===== config.mk =====
export PLATFORM = sky130hd
export DESIGN_NAME = rf_fifo_ctrl
export DESIGN_NICKNAME = d
export VERILOG_FILES = /design/src/rtl/rf_fifo_ctrl_pkg.sv /design/src/rtl/rf_fifo_skid.sv /design/src/rtl/rf_fifo_ctrl.sv
export SDC_FILE = /design/constraint.sdc
export NUM_CORES = 1
export LEC_CHECK = 0
export CAP_MARGIN = 20
export CORE_AREA = 2 2 96 89
export DETAILED_ROUTE_END_ITERATION = 10
export DIE_AREA = 0 0 98 91
export PLACE_DENSITY = 0.69
export SLEW_MARGIN = 40
export SYNTH_ARGS = -nofsm -noshare
export SYNTH_HDL_FRONTEND = slang
export SYNTH_HIERARCHICAL = 1
export SYNTH_SLANG_ARGS = --single-unit

===== constraint.sdc =====
create_clock -name clk -period 3.5 [get_ports clk]
set_clock_uncertainty 0.15 [all_clocks]
set_input_delay 0.875 -clock clk [delete_from_list [all_inputs] [get_ports clk]]
set_output_delay 0.875 -clock clk [all_outputs]
set_load 0.05 [all_outputs]

===== src/rtl/rf_fifo_ctrl_pkg.sv =====
// Shared NoC buffer constants and the read-issue room test used by the
// register-file FIFO controller.
package rf_fifo_ctrl_pkg;

  localparam int FLIT_WIDTH = 16;
  localparam int BUF_DEPTH  = 32;
  localparam int BUF_AW     = 5;

  // True when the skid can absorb one more returning read, given its
  // occupancy, a read already in flight, and a pop happening this cycle.
  function automatic logic skid_has_room(input logic [1:0] skid_cnt,
                                         input logic       pending,
                                         input logic       pop);
    logic [2:0] occ;
    occ = {1'b0, skid_cnt} + {2'b00, pending} - {2'b00, pop};
    return (occ < 3'd2);
  endfunction

endpackage


===== src/rtl/rf_fifo_skid.sv =====
// Two-entry output skid buffer; entry 0 is always the head.
module rf_fifo_skid
  import rf_fifo_ctrl_pkg::*;
#(
  parameter int WIDTH = FLIT_WIDTH
) (
  input  logic             clk,
  input  logic             reset,
  input  logic             push,
  input  logic [WIDTH-1:0] push_data,
  input  logic             pop,
  output logic [WIDTH-1:0] head,
  output logic [1:0]       count
);

  logic [WIDTH-1:0] e0;
  logic [WIDTH-1:0] e1;
  logic [1:0]       cnt;
  logic             pop_ok;

  assign pop_ok = pop && (cnt != 2'd0);
  assign count  = cnt;
  // Head reads zero while empty so stale entries never leak onto out_data.
  assign head   = (cnt != 2'd0) ? e0 : '0;

  always_ff @(posedge clk or posedge reset) begin
    if (reset) begin
      e0  <= '0;
      e1  <= '0;
      cnt <= 2'd0;
    end else begin
      case ({push, pop_ok})
        2'b10: begin
          if (cnt == 2'd0) e0 <= push_data;
          else             e1 <= push_data;
          cnt <= cnt + 2'd1;
        end
        2'b01: begin
          e0  <= e1;
          cnt <= cnt - 2'd1;
        end
        2'b11: begin
          if (cnt == 2'd2) begin
            e0 <= e1;
            e1 <= push_data;
          end else begin
            e0 <= push_data;
          end
        end
        default: ;
      endcase
    end
  end

endmodule


===== src/rtl/rf_fifo_ctrl.sv =====
// FIFO controller around the registered register-file RAM: writes flits in
// order, issues reads, and re-times the one-shot RAM output through a skid.
module rf_fifo_ctrl
  import rf_fifo_ctrl_pkg::*;
#(
  parameter int WIDTH    = FLIT_WIDTH,
  parameter int DEPTH    = BUF_DEPTH,
  parameter int ADDWIDTH = BUF_AW
) (
  input  logic                clk,
  input  logic                reset,
  // valid/ready on both sides: a beat moves on a rising edge where the
  // sender's valid and the receiver's ready are both high.
  input  logic                in_valid,
  input  logic [WIDTH-1:0]    in_data,
  output logic                in_ready,
  output logic                out_valid,
  output logic [WIDTH-1:0]    out_data,
  input  logic                out_ready,
  output logic [ADDWIDTH:0]   level,
  output logic                rf_we,
  output logic [ADDWIDTH-1:0] rf_dest,
  output logic [WIDTH-1:0]    rf_din,
  output logic                rf_re,
  output logic [ADDWIDTH-1:0] rf_source,
  input  logic [WIDTH-1:0]    rf_dout
);

  localparam logic [ADDWIDTH:0] CNT_FULL = (ADDWIDTH+1)'(DEPTH);

  logic [ADDWIDTH-1:0] wr_ptr;
  logic [ADDWIDTH-1:0] rd_ptr;
  logic [ADDWIDTH:0]   cnt;
  logic                pending;
  logic [1:0]          skid_cnt;
  logic                pop;

  assign in_ready  = (cnt != CNT_FULL);
  assign rf_we     = in_valid && in_ready;
  assign rf_dest   = wr_ptr;
  assign rf_din    = in_data;

  assign out_valid = (skid_cnt != 2'd0);
  assign pop       = out_valid && out_ready;

  // Only issue when the skid is guaranteed a free slot for the return beat,
  // since the RAM drives zero on the cycle after the data appears.
  assign rf_re     = (cnt != '0) && skid_has_room(skid_cnt, pending, pop);
  assign rf_source = rd_ptr;

  assign level = cnt + (ADDWIDTH+1)'(pending) + (ADDWIDTH+1)'(skid_cnt);

  always_ff @(posedge clk or posedge reset) begin
    if (reset) begin
      wr_ptr  <= '0;
      rd_ptr  <= '0;
      cnt     <= '0;
      pending <= 1'b0;
    end else begin
      if (rf_we) wr_ptr <= wr_ptr + 1'b1;
      if (rf_re) rd_ptr <= rd_ptr + 1'b1;
      pending <= rf_re;
      case ({rf_we, rf_re})
        2'b10:   cnt <= cnt + 1'b1;
        2'b01:   cnt <= cnt - 1'b1;
        default: ;
      endcase
    end
  end

  rf_fifo_skid #(.WIDTH(WIDTH)) u_skid (
    .clk       (clk),
    .reset     (reset),
    .push      (pending),
    .push_data (rf_dout),
    .pop       (pop),
    .head      (out_data),
    .count     (skid_cnt)
  );

endmodule

Word level (Yosys, flattened, before mapping)
Index checks and enable logic that the tools add are counted.
{"block": "word_totals", "regBits": 51, "latch_bits": 0, "mem_bits_rw": 0, "rom_bits": 0, "inputBits": 36, "output_inout_bits": 52, "memories": 0}
{"block": "op_classes", "n_addsub": 10, "multipliers": 0, "n_div": 0, "magnitude_cmp": 1, "eq_ne": 10, "shift": 0, "n_mux": 9, "bitwise_logic": 0, "n_reduce_logical": 13}
{"operator": "2-to-1 mux 16 bit", "count": 5}
{"operator": "case mux 16 bit (3 select lines)", "count": 1}
{"operator": "case mux 16 bit (2 select lines)", "count": 1}
{"operator": "case mux 6 bit (2 select lines)", "count": 1}
{"operator": "adder 5 x 1 -> 5 bit, second input constant", "count": 2}
{"operator": "equality test 2 bit, second input constant", "count": 4}
{"operator": "nonzero test 2 bit", "count": 4}
{"operator": "adder 6 x 1 -> 6 bit", "count": 1}
{"operator": "adder 6 x 1 -> 6 bit, second input constant", "count": 1}
{"operator": "adder 6 x 2 -> 6 bit", "count": 1}
{"operator": "!= test 6 bit, second input constant", "count": 1}
{"operator": "nonzero test 6 bit", "count": 1}
{"operator": "subtractor 6 x 1 -> 6 bit, second input constant", "count": 1}
{"operator": "equality test 2 x 1 -> 1 bit, second input constant", "count": 2}
{"operator": "logical AND 1 bit", "count": 4}
{"operator": "!= test 2 x 1 -> 1 bit, second input constant", "count": 2}
{"operator": "case mux 2 bit (2 select lines)", "count": 1}
{"operator": "adder 2 x 1 -> 3 bit", "count": 1}
{"operator": "< comparator 3 x 2 -> 1 bit, second input constant", "count": 1}
{"operator": "AND reduction 3 bit", "count": 1}
{"operator": "nonzero test 3 bit", "count": 1}
{"operator": "subtractor 3 x 1 -> 3 bit", "count": 1}
{"operator": "adder 2 x 1 -> 2 bit, second input constant", "count": 1}
{"operator": "logical NOT 2 bit", "count": 1}
{"operator": "other kinds (3)", "count": 3}

Depth between registers and ports, before layout
Gate-level depths: netlist (run 1).
{"block": "depth", "word_depth": 7, "ltp_mapped": 15, "depth_no_buf": 15}

Modules after synthesis
Netlist (run 1), hierarchy kept.
{"mod": "rf_fifo_skid", "instances": 1, "cells_per_inst": 126, "area_per_inst_um2": 1685.4, "seq_area_each_um2": 850.8}
{"mod": "rf_fifo_ctrl", "instances": 1, "cells_per_inst": 130, "area_per_inst_um2": 1311.3, "seq_area_each_um2": 425.4}

Least setup slack after synthesis (run 1)
Ideal clock, no wire load.
{"block": "synth_path", "kind": "reg2reg", "startpoint": "register u_skid.cnt[1] (netlist: u_skid/count[1])", "endpoint": "register cnt[5]", "setup_ns": 0.104, "arrival_ns": 4.226, "required_ns": 3.246, "slack_ns": -0.980, "path_stages_with_launch": 15, "path_buffers": 0, "cell_sequence": "dfrtp_1 -> or2_2 -> and2_1 -> ha_1 -> nand2b_1 -> fa_1 -> xnor2_1 -> o311ai_4 -> inv_1 -> ha_1 -> ha_1 -> a211oi_1 -> or3b_2 -> nand4_1 -> a221oi_1"}
{"block": "synth_via", "elab_chain_len": 7, "word_cells_on_any_way": 10, "cone_classes": "2 x add/sub; 1 x order compare; 2 x eq/ne; 1 x mux; 4 x reduce/logical"}
{"item": "start: declaration", "line": "rf_fifo_skid.sv:18", "rtl": "logic [1:0] cnt;"}
{"item": "start signal: assignment", "line": "rf_fifo_skid.sv:36", "rtl": "cnt <= cnt + 2'd1;"}
{"item": "start signal: assignment", "line": "rf_fifo_skid.sv:40", "rtl": "cnt <= cnt - 2'd1;"}
{"item": "nonzero test 2 bit *", "line": "rf_fifo_ctrl.sv:43", "rtl": "assign out_valid = (skid_cnt != 2'd0);"}
{"item": "net out_valid", "line": "rf_fifo_ctrl.sv:17", "rtl": "output logic out_valid,"}
{"item": "logical AND 1 bit *", "line": "rf_fifo_ctrl.sv:44", "rtl": "assign pop = out_valid && out_ready;"}
{"item": "net pop", "line": "rf_fifo_ctrl.sv:36", "rtl": "logic pop;"}
{"item": "subtractor 3 x 1 -> 3 bit *", "line": "rf_fifo_ctrl_pkg.sv:15", "rtl": "occ = {1'b0, skid_cnt} + {2'b00, pending} - {2'b00, pop};"}
{"item": "< comparator 3 x 2 -> 1 bit *", "line": "rf_fifo_ctrl_pkg.sv:16", "rtl": "return (occ < 3'd2);"}
{"item": "logical AND 1 bit *", "line": "rf_fifo_ctrl.sv:48", "rtl": "assign rf_re = (cnt != '0) && skid_has_room(skid_cnt, pending, pop);"}
{"item": "net rf_re", "line": "rf_fifo_ctrl.sv:24", "rtl": "output logic rf_re,"}
{"item": "equality test 2 x 1 -> 1 bit or equality test 2 bit (tied branches)", "line": "rf_fifo_ctrl.sv:63", "rtl": "case ({rf_we, rf_re})"}
{"item": "case mux 6 bit (2 select lines) or nonzero test 2 bit (tied branches)"}
{"item": "end signal: assignment", "line": "rf_fifo_ctrl.sv:64", "rtl": "2'b10: cnt <= cnt + 1'b1;"}
{"item": "end signal: assignment", "line": "rf_fifo_ctrl.sv:65", "rtl": "2'b01: cnt <= cnt - 1'b1;"}
{"item": "end: declaration", "line": "rf_fifo_ctrl.sv:33", "rtl": "logic [ADDWIDTH:0] cnt;"}
The timed path passes the listed nets; every way through them passes the cells marked *.
A chain may end at the register's enable or synchronous reset.

Worst setup path in the final report (run 1)
{"block": "layout_path", "startpoint": "input port out_ready", "endpoint": "output port rf_re"}
{"block": "layout_via", "elab_chain_len": 4}
{"item": "start: declaration", "line": "rf_fifo_ctrl.sv:19", "rtl": "input logic out_ready,"}
{"item": "logical AND 1 bit", "line": "rf_fifo_ctrl.sv:44"}
{"item": "net pop", "line": "rf_fifo_ctrl.sv:36"}
{"item": "subtractor 3 x 1 -> 3 bit", "line": "rf_fifo_ctrl_pkg.sv:15"}
{"item": "< comparator 3 x 2 -> 1 bit", "line": "rf_fifo_ctrl_pkg.sv:16"}
{"item": "logical AND 1 bit", "line": "rf_fifo_ctrl.sv:48"}
{"item": "end: declaration", "line": "rf_fifo_ctrl.sv:24"}
The timed path passes the listed nets, and every way through them passes these cells.

==> results of run 1 <==
-- logic make-up after synthesis --
family                   Yosys count
buffers and inverters             42
multiplexers                      36
adder cells (fa/ha/maj)           17
AO/OA/AOI/OAI                     37
XOR/XNOR                          20
flip-flops                        51
AND/OR/NAND/NOR                   53
-- sequential cells by signal (all words and copies together), names as in the netlist --
| name | flops |
|---|---|
| pending | 1 |
| rf_dest | 5 |
| u_skid/e1 | 16 |
| u_skid/e0 | 16 |
| rf_source | 5 |
| u_skid/count | 2 |
| cnt | 6 |
-- placed cells by master, fill, tap and decap left out, types with 2 or more instances in the layout --
master / n
sky130_fd_sc_hd__o2111ai_1: 2
sky130_fd_sc_hd__inv_6: 2
sky130_fd_sc_hd__a22o_1: 10
sky130_fd_sc_hd__dfrtp_2: 2
sky130_fd_sc_hd__fa_1: 2
sky130_fd_sc_hd__a21oi_2: 2
sky130_fd_sc_hd__ha_4: 6
sky130_fd_sc_hd__nand3_1: 3
sky130_fd_sc_hd__a22o_2: 6
sky130_fd_sc_hd__inv_1: 16
sky130_fd_sc_hd__buf_12: 3
sky130_fd_sc_hd__buf_4: 27
sky130_fd_sc_hd__mux2_4: 2
sky130_fd_sc_hd__dlygate4sd2_1: 2
sky130_fd_sc_hd__buf_6: 2
sky130_fd_sc_hd__mux2i_1: 2
sky130_fd_sc_hd__xnor2_1: 8
sky130_fd_sc_hd__clkbuf_8: 5
sky130_fd_sc_hd__nand4_1: 2
sky130_fd_sc_hd__clkdlybuf4s50_1: 46
sky130_fd_sc_hd__nor2_1: 5
sky130_fd_sc_hd__nor3_1: 4
sky130_fd_sc_hd__nor2b_1: 18
sky130_fd_sc_hd__dfrtp_1: 49
sky130_fd_sc_hd__mux2_2: 32
sky130_fd_sc_hd__ha_1: 7
sky130_fd_sc_hd__o21ai_1: 3
sky130_fd_sc_hd__nand2_1: 8
sky130_fd_sc_hd__a21oi_1: 2
sky130_fd_sc_hd__fa_2: 2
sky130_fd_sc_hd__xor2_1: 11
-- through the flow --
step	setup TNS, ns	hold WS [ns]	util
final	-0.104	0.324	0.502
after floorplan	-1.12	0.321	-
after global placement	-2.93	0.307	0.482
after CTS	-0.0754	0.331	0.498
after detailed placement	-3.28	0.312	0.482
after global routing	-0.447	0.368	0.502
-- layout make-up --
type                       count  area share
inverter                      18      0.0181
multi-input combinational    163       0.408
clock buffer                   5      0.0174
clock inverter                 3     0.00665
timing repair buffer          81       0.194
sequential                    51       0.324
tap                           99      0.0314
-- critical path, stage by stage --
cell and delay (ns):
sky130_fd_sc_hd__buf_2 0.10, sky130_fd_sc_hd__and2_4 0.14, sky130_fd_sc_hd__ha_4 0.20, sky130_fd_sc_hd__nand2b_4 0.13
sky130_fd_sc_hd__fa_2 0.36, sky130_fd_sc_hd__xnor2_2 0.17, sky130_fd_sc_hd__o311ai_4 0.11, sky130_fd_sc_hd__clkinvlp_4 0.17
sky130_fd_sc_hd__buf_6 0.14, sky130_fd_sc_hd__buf_12 0.14
-- layer usage --
metal / up-vias / share of wire / track usage / wire, um
met5: - / 0 / 0 / 0
met4: 0 / 0.013 / 0.0394 / 80
met3: 9 / 0.047 / 0.0385 / 288
met2: 44 / 0.49 / 0.252 / 3050
met1: 1016 / 0.45 / 0.179 / 2770
li1: 996 / - / - / -
-- final timing paths --
check / slack, ns / start / depth (start not counted) / endpoint
min: 0.32 / rf_dest[4] / 1 / rf_dest[4]
max: -0.06 / out_ready / 10 / rf_re
min reg2reg: 0.32 / rf_dest[4] / 1 / rf_dest[4]
max in group asynchronous: 1.85 / reset / 2 / cnt[0]
min in group asynchronous: 0.88 / reset / 3 / u_skid/e0[4]
max reg2reg: -0.03 / u_skid/count[0] / 15 / cnt[5]
-- what timing repair did --
item / in CTS / in global routing
endpoints found under the hold margin: 0 / 0
gates resized for setup: 9 / 9
setup buffers: 3 / 1
pin swaps: 8 / 5
setup endpoints to repair: 8 / 5
==> results.md, run 1 <==
* Horizontal die dimension at 98 um
* Area of the mapped netlist at 3000 um2
* Wire length of the first global-routing pass at 10600 um
* Remaining global-route overflow at 0
* Ant diodes at 0
* Setup crit start kind: input port
* Storage element area at 1280 um2
* Gr usage total at 0.145
* Worst-path maximum fanout at 2
* Seq/Total Area, Yosys at 0.426
* Portion of the clock cycle consumed by the worst path in the final layout at 1.02
* Area growth from synthesis to final layout at 31.8%
* Area of the multi-input gates at 1610 um2
* CP Data Arrival Time at 2.54 ns
* Via count normalized by instance count at 4.92
* Port Buf Inserts at 55
* Clock transition at the registers of the reported paths at 0.11 ns
* Setup WS post-layout at -0.0648 ns
* Std-Cell Rows at 31
* Antenna-violating nets left at 0
* Number of cells in the finished layout apart from fillers at 420
* Number of synthesized register bits at 51
* Number of primary I/O pins at 88
* Maximum number of pins on one net before global-route repair at 35
* Largest family of logic cells by synthesized area: multiplexers
* Worst relative slew slack at 0.472
* Area contributors post-synth: sky130_fd_sc_hd__dfrtp_1 43%, sky130_fd_sc_hd__mux2_2 12%, sky130_fd_sc_hd__ha_1 5.4%, sky130_fd_sc_hd__buf_4 4.8%, sky130_fd_sc_hd__nor2b_1 3.8%
* Clock Sinks at 51
* Final setup violation count at 2
* Buffer levels on the longest clock path at 2
* Cell variety after synth at 48
* First DRT Iteration DRCs at 31
* EDFF count, synth at 0
* Post-Synth XOR/XNOR Area at 0.0585
* Number of fillers in the final layout at 708
* Post-synthesis average cell area at 11.7 um2
* Run status: finished, violations left
* Crit path required time at 2.47 ns
* DRC viols at 0
* Maximum operating frequency at 0.281 GHz
* TritonCTS clock tree: done
* Layout Nets at 373
* WL final at 6180 um
* Max H-tree Level at 2
* Compound-cell area share of the yosys netlist at 0.112
* Time the worst path needs with I/O delays and setup at 3.56 ns
* Count of synthesis-stage warnings from yosys at 6
* Cell Area, Placed at 3790 um2
* Top cells by count, synth: 51 x sky130_fd_sc_hd__dfrtp_1, 32 x sky130_fd_sc_hd__mux2_2, 19 x sky130_fd_sc_hd__buf_4
* Detailed-route wire length per cell at 14.7 um
* Measured slew at the worst slew-check pin at 0.787 ns
* Final Hold Vio Count at 0
* Adder and majority cell fraction of the synthesized area at 0.0810
* Leading register cell type out of synthesis: sky130_fd_sc_hd__dfrtp_1
* Vias after detailed routing at 2065
* Vias in the first global route at 2162
* Pre-CTS WS at -0.705 ns
* Most numerous cell in the Yosys netlist: sky130_fd_sc_hd__dfrtp_1
* Proportion of synthesized flip-flops having asynchronous set or reset at 1.00
* Die Area at 8920 um2
* Initial antenna violation count at 0
* Effective utilization at floorplan at 0.381
* Net count after synthesis at 309
* Insertion delay of the later-clocked pin in the worst-skew pair at 0.31 ns
* Portion of synthesized cell area occupied by the leading cell type at 0.426
* Count of TritonRoute iterations in the first routing pass at 4
* CTS Root Cell: sky130_fd_sc_hd__clkbuf_8
* Cell count after placement at 408
* Post-synthesis share of cell area spent on and, or, nand and nor gates at 0.104
* Post-Layout Inst Area at 3950 um2
* Post-Syn Instances at 256
* Final Max Slew Viols at 0
* RD Place Congestion at 0.840
* Worst Setup Path Type: in -> out
* Hold buffers post-CTS at 0
* Core footprint at 7870 um2
* Proportion of layout cells with a drive suffix above 1 at 0.346
* Detailed placer's ending HPWL at 4530 um
* Maximum Capacitance Violations at 0
* Mux contribution to synthesized area at 0.137
* HP Class: reg -> reg
* Failing checks: setup timing
* Setup repair after global routing missed its margin: yes
* Category of the worst setup path capture point: output pin
* Largest area contributor in the synthesized netlist: sky130_fd_sc_hd__dfrtp_1
* Number of CTS-inserted buffers at 5
* Vertical die dimension at 91 um
Power of run 1 is left out: the tool's default activity adds up to more than one toggle a clock period on the data nets, which glitch-free logic cannot reach.
==> inputs of run 2 (changes only) <==
Settings changed: CTS_CLUSTER_DIAMETER set to 60.
==> results of run 2 <==
The final DEF is identical to that of run 1; final timing and power are the same.
Power of run 2 is left out for the same reason.
